$ cat config.mk
export PLATFORM = sky130hd
export DESIGN_NAME = periph_req_agent_flat
export DESIGN_NICKNAME = d
export VERILOG_FILES = /design/src/rtl/periph_req_agent_pkg.sv /design/src/rtl/periph_req_agent_if.sv /design/src/rtl/periph_req_agent_chan.sv /design/src/rtl/periph_req_agent.sv /design/src/flat_wrapper.sv
export SDC_FILE = /design/constraint.sdc
export NUM_CORES = 1
export LEC_CHECK = 0
export ABC_CLOCK_PERIOD_IN_PS = 48500
export BUFFER_PORTS_ARGS = -buffer_cell sky130_fd_sc_hd__buf_2
export CORE_ASPECT_RATIO = 0.6
export CORE_UTILIZATION = 65
export DETAILED_ROUTE_END_ITERATION = 10
export GPL_TIMING_DRIVEN = 0
export PLACE_DENSITY = 0.87
export SLEW_MARGIN = 20
export SYNTH_ARGS = -nofsm -noshare
export SYNTH_HDL_FRONTEND = slang
export SYNTH_SLANG_ARGS = --single-unit
$ cat constraint.sdc
create_clock -name clk -period 48.5 [get_ports clk]
set_input_delay 9.7 -clock clk [delete_from_list [all_inputs] [get_ports clk]]
set_output_delay 9.7 -clock clk [all_outputs]
set_load 0.02 [all_outputs]
$ cat src/rtl/periph_req_agent_pkg.sv
// Shared types and constants for the DMA peripheral request agent.
// The peripheral slot range is 31:1. Bit 0 does not exist.
package periph_pkg;

    typedef enum logic [1:0] {
        P_IDLE,
        P_REQ,
        P_HOLD
    } preq_state_t;

    localparam int PERIPH_LSB = 1;
    localparam int PERIPH_MSB = 31;

endpackage

$ cat src/rtl/periph_req_agent_if.sv
// Handshake bundle between the peripheral side and the DMA controller.
// The master modport is the environment: it drives the peripheral levels
// and the DMA clears. The slave modport is the request agent.
interface periph_req_agent_if;
    import periph_pkg::*;

    logic [PERIPH_MSB:PERIPH_LSB] tx_ready;
    logic [PERIPH_MSB:PERIPH_LSB] rx_ready;
    logic [PERIPH_MSB:PERIPH_LSB] tx_en;
    logic [PERIPH_MSB:PERIPH_LSB] rx_en;
    logic [PERIPH_MSB:PERIPH_LSB] periph_tx_clr;
    logic [PERIPH_MSB:PERIPH_LSB] periph_rx_clr;
    logic                         err_clr;
    logic [PERIPH_MSB:PERIPH_LSB] periph_tx_req;
    logic [PERIPH_MSB:PERIPH_LSB] periph_rx_req;
    logic [PERIPH_MSB:PERIPH_LSB] tx_err;
    logic [PERIPH_MSB:PERIPH_LSB] rx_err;

    modport master (
        output tx_ready, rx_ready, tx_en, rx_en,
        output periph_tx_clr, periph_rx_clr, err_clr,
        input  periph_tx_req, periph_rx_req, tx_err, rx_err
    );

    modport slave (
        input  tx_ready, rx_ready, tx_en, rx_en,
        input  periph_tx_clr, periph_rx_clr, err_clr,
        output periph_tx_req, periph_rx_req, tx_err, rx_err
    );

endinterface

$ cat src/rtl/periph_req_agent_chan.sv
// One request engine for a single peripheral slot and direction.
// IDLE -> REQ when enabled and ready. REQ is held until the DMA clear arrives.
// The engine then waits out the hold-off before it can re-arm.
// A clear seen outside REQ latches a sticky error flag.
module periph_req_chan
    import periph_pkg::*;
#(
    parameter int HOLDOFF = 2,
    parameter int CW      = 4
) (
    input  logic clk,
    input  logic reset,
    input  logic en,
    input  logic ready,
    input  logic clr,
    input  logic err_clr,
    output logic req,
    output logic err
);

    // Value loaded into the counter on entry to HOLD. It is unused when HOLDOFF is 0.
    localparam logic [CW-1:0] HOLD_LOAD = (HOLDOFF > 0) ? CW'(HOLDOFF - 1) : {CW{1'b0}};
    localparam bit            NO_HOLD   = (HOLDOFF == 0);

    preq_state_t   state_r;
    logic [CW-1:0] cnt_r;
    logic          req_r;
    logic          err_r;
    logic          spur_s;

    // A clear only makes sense while a request is outstanding.
    assign spur_s = clr && (state_r != P_REQ);

    // Request engine: state, hold-off counter and registered request output.
    always_ff @(posedge clk or posedge reset) begin
        if (reset) begin
            state_r <= P_IDLE;
            cnt_r   <= {CW{1'b0}};
            req_r   <= 1'b0;
        end else begin
            case (state_r)
                P_IDLE: begin
                    if (en && ready) begin
                        state_r <= P_REQ;
                        req_r   <= 1'b1;
                    end else begin
                        state_r <= P_IDLE;
                        req_r   <= 1'b0;
                    end
                end
                P_REQ: begin
                    // en/ready are ignored here: a request is never withdrawn.
                    if (clr) begin
                        req_r   <= 1'b0;
                        cnt_r   <= HOLD_LOAD;
                        state_r <= NO_HOLD ? P_IDLE : P_HOLD;
                    end else begin
                        req_r   <= 1'b1;
                        state_r <= P_REQ;
                    end
                end
                P_HOLD: begin
                    req_r <= 1'b0;
                    if (cnt_r == {CW{1'b0}}) begin
                        state_r <= P_IDLE;
                    end else begin
                        cnt_r   <= cnt_r - CW'(1);
                        state_r <= P_HOLD;
                    end
                end
                default: begin
                    state_r <= P_IDLE;
                    cnt_r   <= {CW{1'b0}};
                    req_r   <= 1'b0;
                end
            endcase
        end
    end

    // Sticky spurious-clear flag. A new error wins over a simultaneous err_clr.
    always_ff @(posedge clk or posedge reset) begin
        if (reset) begin
            err_r <= 1'b0;
        end else if (spur_s) begin
            err_r <= 1'b1;
        end else if (err_clr) begin
            err_r <= 1'b0;
        end else begin
            err_r <= err_r;
        end
    end

    assign req = req_r;
    assign err = err_r;

endmodule

$ cat src/rtl/periph_req_agent.sv
// Peripheral-side end of the DMA peripheral handshake. There are 31 TX engines
// and 31 RX engines, one per slot 31:1. The engines are fully independent.
module periph_req_agent
    import periph_pkg::*;
#(
    parameter int HOLDOFF = 2,
    parameter int CW      = 4
) (
    input logic               clk,
    input logic               reset,
    periph_req_agent_if.slave bus
);

    wire [PERIPH_MSB:PERIPH_LSB] tx_req_s;
    wire [PERIPH_MSB:PERIPH_LSB] rx_req_s;
    wire [PERIPH_MSB:PERIPH_LSB] tx_err_s;
    wire [PERIPH_MSB:PERIPH_LSB] rx_err_s;

    for (genvar i = PERIPH_LSB; i <= PERIPH_MSB; i++) begin : g_tx
        periph_req_chan #(
            .HOLDOFF (HOLDOFF),
            .CW      (CW)
        ) u_chan (
            .clk     (clk),
            .reset   (reset),
            .en      (bus.tx_en[i]),
            .ready   (bus.tx_ready[i]),
            .clr     (bus.periph_tx_clr[i]),
            .err_clr (bus.err_clr),
            .req     (tx_req_s[i]),
            .err     (tx_err_s[i])
        );
    end

    for (genvar i = PERIPH_LSB; i <= PERIPH_MSB; i++) begin : g_rx
        periph_req_chan #(
            .HOLDOFF (HOLDOFF),
            .CW      (CW)
        ) u_chan (
            .clk     (clk),
            .reset   (reset),
            .en      (bus.rx_en[i]),
            .ready   (bus.rx_ready[i]),
            .clr     (bus.periph_rx_clr[i]),
            .err_clr (bus.err_clr),
            .req     (rx_req_s[i]),
            .err     (rx_err_s[i])
        );
    end

    assign bus.periph_tx_req = tx_req_s;
    assign bus.periph_rx_req = rx_req_s;
    assign bus.tx_err        = tx_err_s;
    assign bus.rx_err        = rx_err_s;

endmodule

$ cat src/flat_wrapper.sv
// flat-port wrapper written by rule: the top's interface ports become plain ports
module periph_req_agent_flat import periph_pkg::*;
#(
    parameter int HOLDOFF = 2,
    parameter int CW      = 4
)
  (clk, reset, bus_tx_ready, bus_rx_ready, bus_tx_en, bus_rx_en, bus_periph_tx_clr, bus_periph_rx_clr, bus_err_clr, bus_periph_tx_req, bus_periph_rx_req, bus_tx_err, bus_rx_err);
  periph_req_agent_if bus_i ();
  input logic clk;
  input logic reset;
  input wire logic [$bits(bus_i.tx_ready)-1:0] bus_tx_ready;
  input wire logic [$bits(bus_i.rx_ready)-1:0] bus_rx_ready;
  input wire logic [$bits(bus_i.tx_en)-1:0] bus_tx_en;
  input wire logic [$bits(bus_i.rx_en)-1:0] bus_rx_en;
  input wire logic [$bits(bus_i.periph_tx_clr)-1:0] bus_periph_tx_clr;
  input wire logic [$bits(bus_i.periph_rx_clr)-1:0] bus_periph_rx_clr;
  input wire logic [$bits(bus_i.err_clr)-1:0] bus_err_clr;
  output wire logic [$bits(bus_i.periph_tx_req)-1:0] bus_periph_tx_req;
  output wire logic [$bits(bus_i.periph_rx_req)-1:0] bus_periph_rx_req;
  output wire logic [$bits(bus_i.tx_err)-1:0] bus_tx_err;
  output wire logic [$bits(bus_i.rx_err)-1:0] bus_rx_err;
  assign bus_i.tx_ready = bus_tx_ready;
  assign bus_i.rx_ready = bus_rx_ready;
  assign bus_i.tx_en = bus_tx_en;
  assign bus_i.rx_en = bus_rx_en;
  assign bus_i.periph_tx_clr = bus_periph_tx_clr;
  assign bus_i.periph_rx_clr = bus_periph_rx_clr;
  assign bus_i.err_clr = bus_err_clr;
  assign bus_periph_tx_req = bus_i.periph_tx_req;
  assign bus_periph_rx_req = bus_i.periph_rx_req;
  assign bus_tx_err = bus_i.tx_err;
  assign bus_rx_err = bus_i.rx_err;
  periph_req_agent #(.HOLDOFF(HOLDOFF), .CW(CW)) u_core (.clk(clk), .reset(reset), .bus(bus_i));
endmodule
### Word level (Yosys, flattened, before mapping)

Cells that the tools add are included.

* register bits: 496
* input port bits: 189
* output and inout port bits: 124
* logic and storage cells: 1737

* add/sub/neg operators: 62
* equal/unequal tests: 310
* mux-type cells: 683
* bitwise gates (word level): 62
* reduce and logical (&&, ||, !) cells: 372

Operators by type and width (count)
* $pmux W4 S3: 62
* $mux W4: 124
* $pmux W2 S3: 62
* $mux W1: 249
* $logic_not A4 Y1: 62
* $mux W2: 124
* $ne A2 B2 Y1 const B: 124
* $sub A4 B1 Y4 const B: 62
* $reduce_and A3 Y1: 62
* $eq A2 B1 Y1 const B: 62
* $eq A2 B2 Y1 const B: 62
* $logic_and A1 B1 Y1: 124
* $logic_not A2 Y1: 62
* $ne A2 B1 Y1 const B: 62
* $pmux W1 S2: 62
* $reduce_bool A2 Y1: 62
* $not A1 Y1: 62

### Logic depth before layout (Yosys ltp)

* depth after elaboration: 3
* depth in mapped cells: 7
* gate-level depth less buffers: 6

### By module

A second synthesis with hierarchy kept.

* cell total of the unflattened synthesis: 3186
* area total of the unflattened synthesis: 31482.7 µm²

Modules (own cells, without submodules)
* periph_req_chan at u_core.g_rx[10].u_chan ...: instances 43, cells an instance 52, area each 508.0 µm², seq. area each 200.2 µm²
* periph_req_chan at u_core.g_tx[22].u_chan ...: instances 17, cells an instance 50, area each 505.5 µm², seq. area each 200.2 µm²
* periph_req_chan at u_core.g_tx[21].u_chan ...: instances 2, cells an instance 50, area each 523.0 µm², seq. area each 200.2 µm²

### Least setup slack after synthesis

No wires, ideal clock.

* kind: in2reg
* start point: input bus_periph_tx_clr[7]
* end point: register u_core.g_tx[8].u_chan.cnt_r[2]
* data arrival time: 10.650 ns
* setup slack: 37.747 ns
* stages: 4
* cell sequence: nor2b_4 -> or3_4 -> or4b_1 -> o311ai_1

* word-level cells in the longest chain between the ends: 2

Ends and longest elaborated chain
* from (decl): RTL line flat_wrapper.sv:15 `input wire logic [$bits(bus_i.periph_tx_clr)-1:0] bus_periph_tx_clr;`
* $ne A2 B2 Y1 (no source line)
* $reduce_and A3 Y1 (no source line)
* to (signal assigned): RTL line periph_req_agent_chan.sv:38 `cnt_r <= {CW{1'b0}};`
* to (signal assigned): RTL line periph_req_agent_chan.sv:67 `cnt_r <= cnt_r - CW'(1);`
* to (signal assigned): RTL line periph_req_agent_chan.sv:73 `cnt_r <= {CW{1'b0}};`
* to (decl): RTL line periph_req_agent_chan.sv:26 `logic [CW-1:0] cnt_r;`

Every way passes these cells.
A chain may end at the register's enable or synchronous reset.

### Final worst setup path

* start point: register u_core.g_rx[9].u_chan.err_r
* end point: output bus_rx_err[8]

RTL lines
* from (decl): RTL line periph_req_agent_chan.sv:28 `logic err_r;`
* from (signal assigned): RTL line periph_req_agent_chan.sv:89 `err_r <= err_r;`
* to (decl): RTL line flat_wrapper.sv:21 `output wire logic [$bits(bus_i.rx_err)-1:0] bus_rx_err;`

No word-level cell between the ends.

==> metrics.md <==
| Metric | Value |
|---|---|
| Outcome | `complete, no violations` |
| Core ar. | `0.0449 mm2` |
| Post-CTS setup repair buffer count | `0` |
| Logic pwr share | `44.7%` |
| Clk sinks | `496` |
| Syn Std Cell Area | `0.0296 mm2` |
| Final HPWL DP | `50600 um` |
| Final Slew Violations | `0` |
| Flop pwr share | `33.7%` |
| Synth unique cells | `58` |
| Final Skew | `13.7 ps` |
| Initial antenna violation count | `12` |
| Detail Route Antenna Nets | `0` |
| WL per Instance | `16.8 um` |
| Tot GR Track Use | `29.4%` |
| Fill cell count | `2954` |
| Crit-path slowest cell | `dfrtp_1` |
| Vias | `24300` |
| Setup TNS | `0 ps` |
| Area share of the leading cell type in the synthesized netlist | `41.9%` |
| Final setup vio count | `0` |
| Clock share of power | `21.6%` |
| RSZ-0062 raised after global routing | `false` |
| I/O Buffers | `311` |
| CTS Buf Count | `47` |
| Number of global-route vias before repair | `24300` |
| Worst-Margin Slew | `1150 ps` |
| Residual DRC | `0` |
| Switch Pwr | `0.000712 W` |
| Cells resized by post-CTS repair | `0` |
| Worst-skew pair later-pin latency | `560 ps` |
| Largest net degree at the start of global routing | `98` |
| Ys async rst share | `100%` |
| Max Clk Rate | `91.3 MHz` |
| Number of flops mapped to enable cells by yosys | `0` |
| Die width | `278 um` |
| Max_cap viols | `0` |
| CTS tree | `done` |
| Overall Power | `0.00178 W` |
| Root buf cell | `clkbuf_16` |
| Switch share | `40.1%` |
| Sequential area share after synthesis | `41.9%` |
| Initial Util | `66.0%` |
| Top cells by area, synth | `dfrtp_1 42%, ha_1 15%, inv_1 5.0%, o21ai_0 4.6%, nor2b_1 3.8%` |
| Leak pwr | `16.4 nW` |
| Total Wirelength | `69300 um` |
| Power Internal | `0.00107 W` |
| First DRT Iteration DRCs | `1856` |
| Critical path fanouts, max | `2` |
| First-pass GRT wire length | `115000 um` |
| Final Wtd Congestion | `0.908` |
| Clock Pin Slew Worst Setup and Hold Paths | `70 ps` |
| Via density per instance | `5.89` |
| Predominant post-synthesis flop cell | `dfrtp_1` |
| CP required | `38800 ps` |
| Crit path kind | `register to output pin` |
| Crit-path cells | `buf_4 -> buf_2` |
| Syn Nets | `3680` |
| Area growth syn-to-layout | `13.9%` |
| Final #Nets | `4046` |
| Worst min-delay path category | `register to register` |
| Hold violation count in the final report | `0` |
| Area taken by multi-input logic gates | `0.0148 mm2` |
| Slew margin rel. | `23.6%` |
| CP Buf/Inv Count | `2` |
| Std cell rows | `60` |
| Cell Pwr Density | `52.7 mW/mm2` |
| Clock buffer depth | `3` |
| Largest area contributor in the netlist | `dfrtp_1` |
| Top Family by Delay on Critical Path | `flip-flops` |
| Htree depth | `2` |
| Die Span Y | `167 um` |
| Flop2flop setup slack | `46500 ps` |
| Die area | `0.0464 mm2` |
| Mapped Cells | `3125` |
| Final period util | `22.6%` |
| Crit path launch type | `register` |
| Synth Area per Inst | `9.48 um2` |
| Sequential cell area | `0.0124 mm2` |
| Yosys reg bits | `496` |
| Tmin final | `10950 ps` |
| CTS Hold Buffers Added | `0` |
| First drt pass iteration count | `7` |
| Maximum VDD drop | `0.0392 mV` |
| I/O pin cnt | `313` |
| Crit. End Element | `output pin` |
| Synth warn | `0` |
| Layout cells sized above 1 | `18.1%` |
| Max incr delay on CP | `390 ps` |
| GR Overflow Total | `0` |
| Critical path arrival | `1250 ps` |
==> per-stage QoR <==
step	setup WS [ps]	hold slack, ps	utilization (%)	instances	area (um2)
after floorplan	24950	451	-	3125	29600
after global placement	19800	474	71.1	4025	31900
after detailed placement	37140	481	71.5	4031	32100
after CTS	37520	490	75.1	4118	33700
after global routing	37510	508	75.1	4128	33700
final	37550	488	75.1	4130	33700
==> cell type report <==
class / instances / area share (%)
sequential: 496 / 36.8
tap: 589 / 2.19
clock inverter: 16 / 0.479
antenna: 12 / 0.0890
timing repair buffer: 317 / 5.10
multi-input combinational: 2101 / 43.8
inverter: 396 / 4.43
buffer: 132 / 2.86
clock buffer: 71 / 4.30
==> worst register-to-register path, stage by stage (launching register included) <==
cell and delay (ps):
dfrtp_1 380, inv_1 70, ha_1 230, nor2b_1 190
or2_2 300, or3_1 450, o21ai_0 280
==> sequential cells by signal (all words and copies together) (netlist names) <==
signal and flops:
u_core.g_tx.u_chan.state_r 62, u_core.g_rx.u_chan.err 31, u_core.g_tx.u_chan.err 31, u_core.g_rx.u_chan.cnt_r 124, u_core.g_rx.u_chan.req 31, u_core.g_tx.u_chan.cnt_r 124
u_core.g_rx.u_chan.state_r 62, u_core.g_tx.u_chan.req 31
==> worst paths after layout <==
kind	start	endpoint	cells past startpoint
setup reg to reg	u_core.g_tx[3].u_chan.state_r[1]$_DFF_PP0_	u_core.g_tx[3].u_chan.cnt_r[3]$_DFFE_PP0P_	6
hold / removal	u_core.g_rx[3].u_chan.cnt_r[3]$_DFFE_PP0P_	u_core.g_rx[3].u_chan.cnt_r[3]$_DFFE_PP0P_	1
hold reg to reg	u_core.g_rx[3].u_chan.cnt_r[3]$_DFFE_PP0P_	u_core.g_rx[3].u_chan.cnt_r[3]$_DFFE_PP0P_	1
max in group asynchronous	reset	u_core.g_rx[28].u_chan.cnt_r[0]$_DFFE_PP0P_	5
setup / recovery	u_core.g_rx[9].u_chan.err$_DFFE_PP0P_	bus_rx_err[8]	2
min in group asynchronous	reset	u_core.g_tx[30].u_chan.req$_DFF_PP0_	2
==> synthesized netlist by cell type (4+ instances only) <==
| cell type | number |
|---|---|
| and2_1 | 15 |
| buf_4 | 124 |
| nor3b_1 | 51 |
| a22oi_1 | 23 |
| nand4b_1 | 5 |
| a31oi_1 | 29 |
| nand2_1 | 148 |
| clkbuf_1 | 8 |
| nand3_1 | 26 |
| o22ai_1 | 86 |
| inv_1 | 396 |
| o2bb2ai_1 | 23 |
| a211o_1 | 13 |
| o31a_1 | 15 |
| nor2b_1 | 178 |
| or3_1 | 12 |
| a32oi_1 | 5 |
| o31ai_1 | 35 |
| a211oi_1 | 8 |
| and3_1 | 43 |
| or4_1 | 4 |
| a21oi_1 | 116 |
| nand4_1 | 44 |
| nor4_1 | 16 |
| nand2b_1 | 66 |
| o41ai_1 | 4 |
| nor2_1 | 157 |
| ha_1 | 366 |
| o221ai_1 | 19 |
| dfrtp_1 | 496 |
| o32ai_1 | 4 |
| or3b_2 | 6 |
| nand3b_1 | 12 |
| or2_2 | 41 |
| a31o_2 | 60 |
| a32o_1 | 21 |
| o211ai_1 | 24 |
| nor3_1 | 121 |
| nor4b_1 | 6 |
| o21ai_0 | 273 |
==> cell families after synthesis <==
logic type	Yosys count	share of synthesized area [%]
simple gates	966	17.8
compound gates	766	16.5
buf+inv	528	8.26
flops	496	41.9
fa+ha+maj	366	15.5
mux	3	0.110
==> layout by cell type (no fill, tap or decap), types with 51 or more instances in the layout <==
cell,n
dfrtp_1,496
inv_1,395
ha_1,366
buf_2,311
o21ai_0,273
nor2b_1,178
nor2_1,157
nand2_1,148
buf_4,124
nor3_1,121
a21oi_1,116
o22ai_1,86
nand2b_1,66
a31o_2,60
nor3b_1,51
==> layer usage <==
metal  vias up  wire length [um]  global-route usage [%]
met5         -                 0                       0
met4         0              2050                    10.4
met3       151              3970                    4.84
met2       824             34000                    50.1
met1     11800             29200                    38.0
li1      11600                 -                       -
==> power by group through the flow <==
stage / sequential [W] / combinational [W] / clock [W]
floorplan: 0.000580 / 0.000592 / 0
global placement: 0.000594 / 0.000716 / 0
detailed placement: 0.000602 / 0.000775 / 0
finish: 0.000599 / 0.000794 / 0.000384
global route: 0.000611 / 0.000885 / 0.000407
CTS: 0.000597 / 0.000786 / 0.000391
Power figures use the tool's default switching activity.
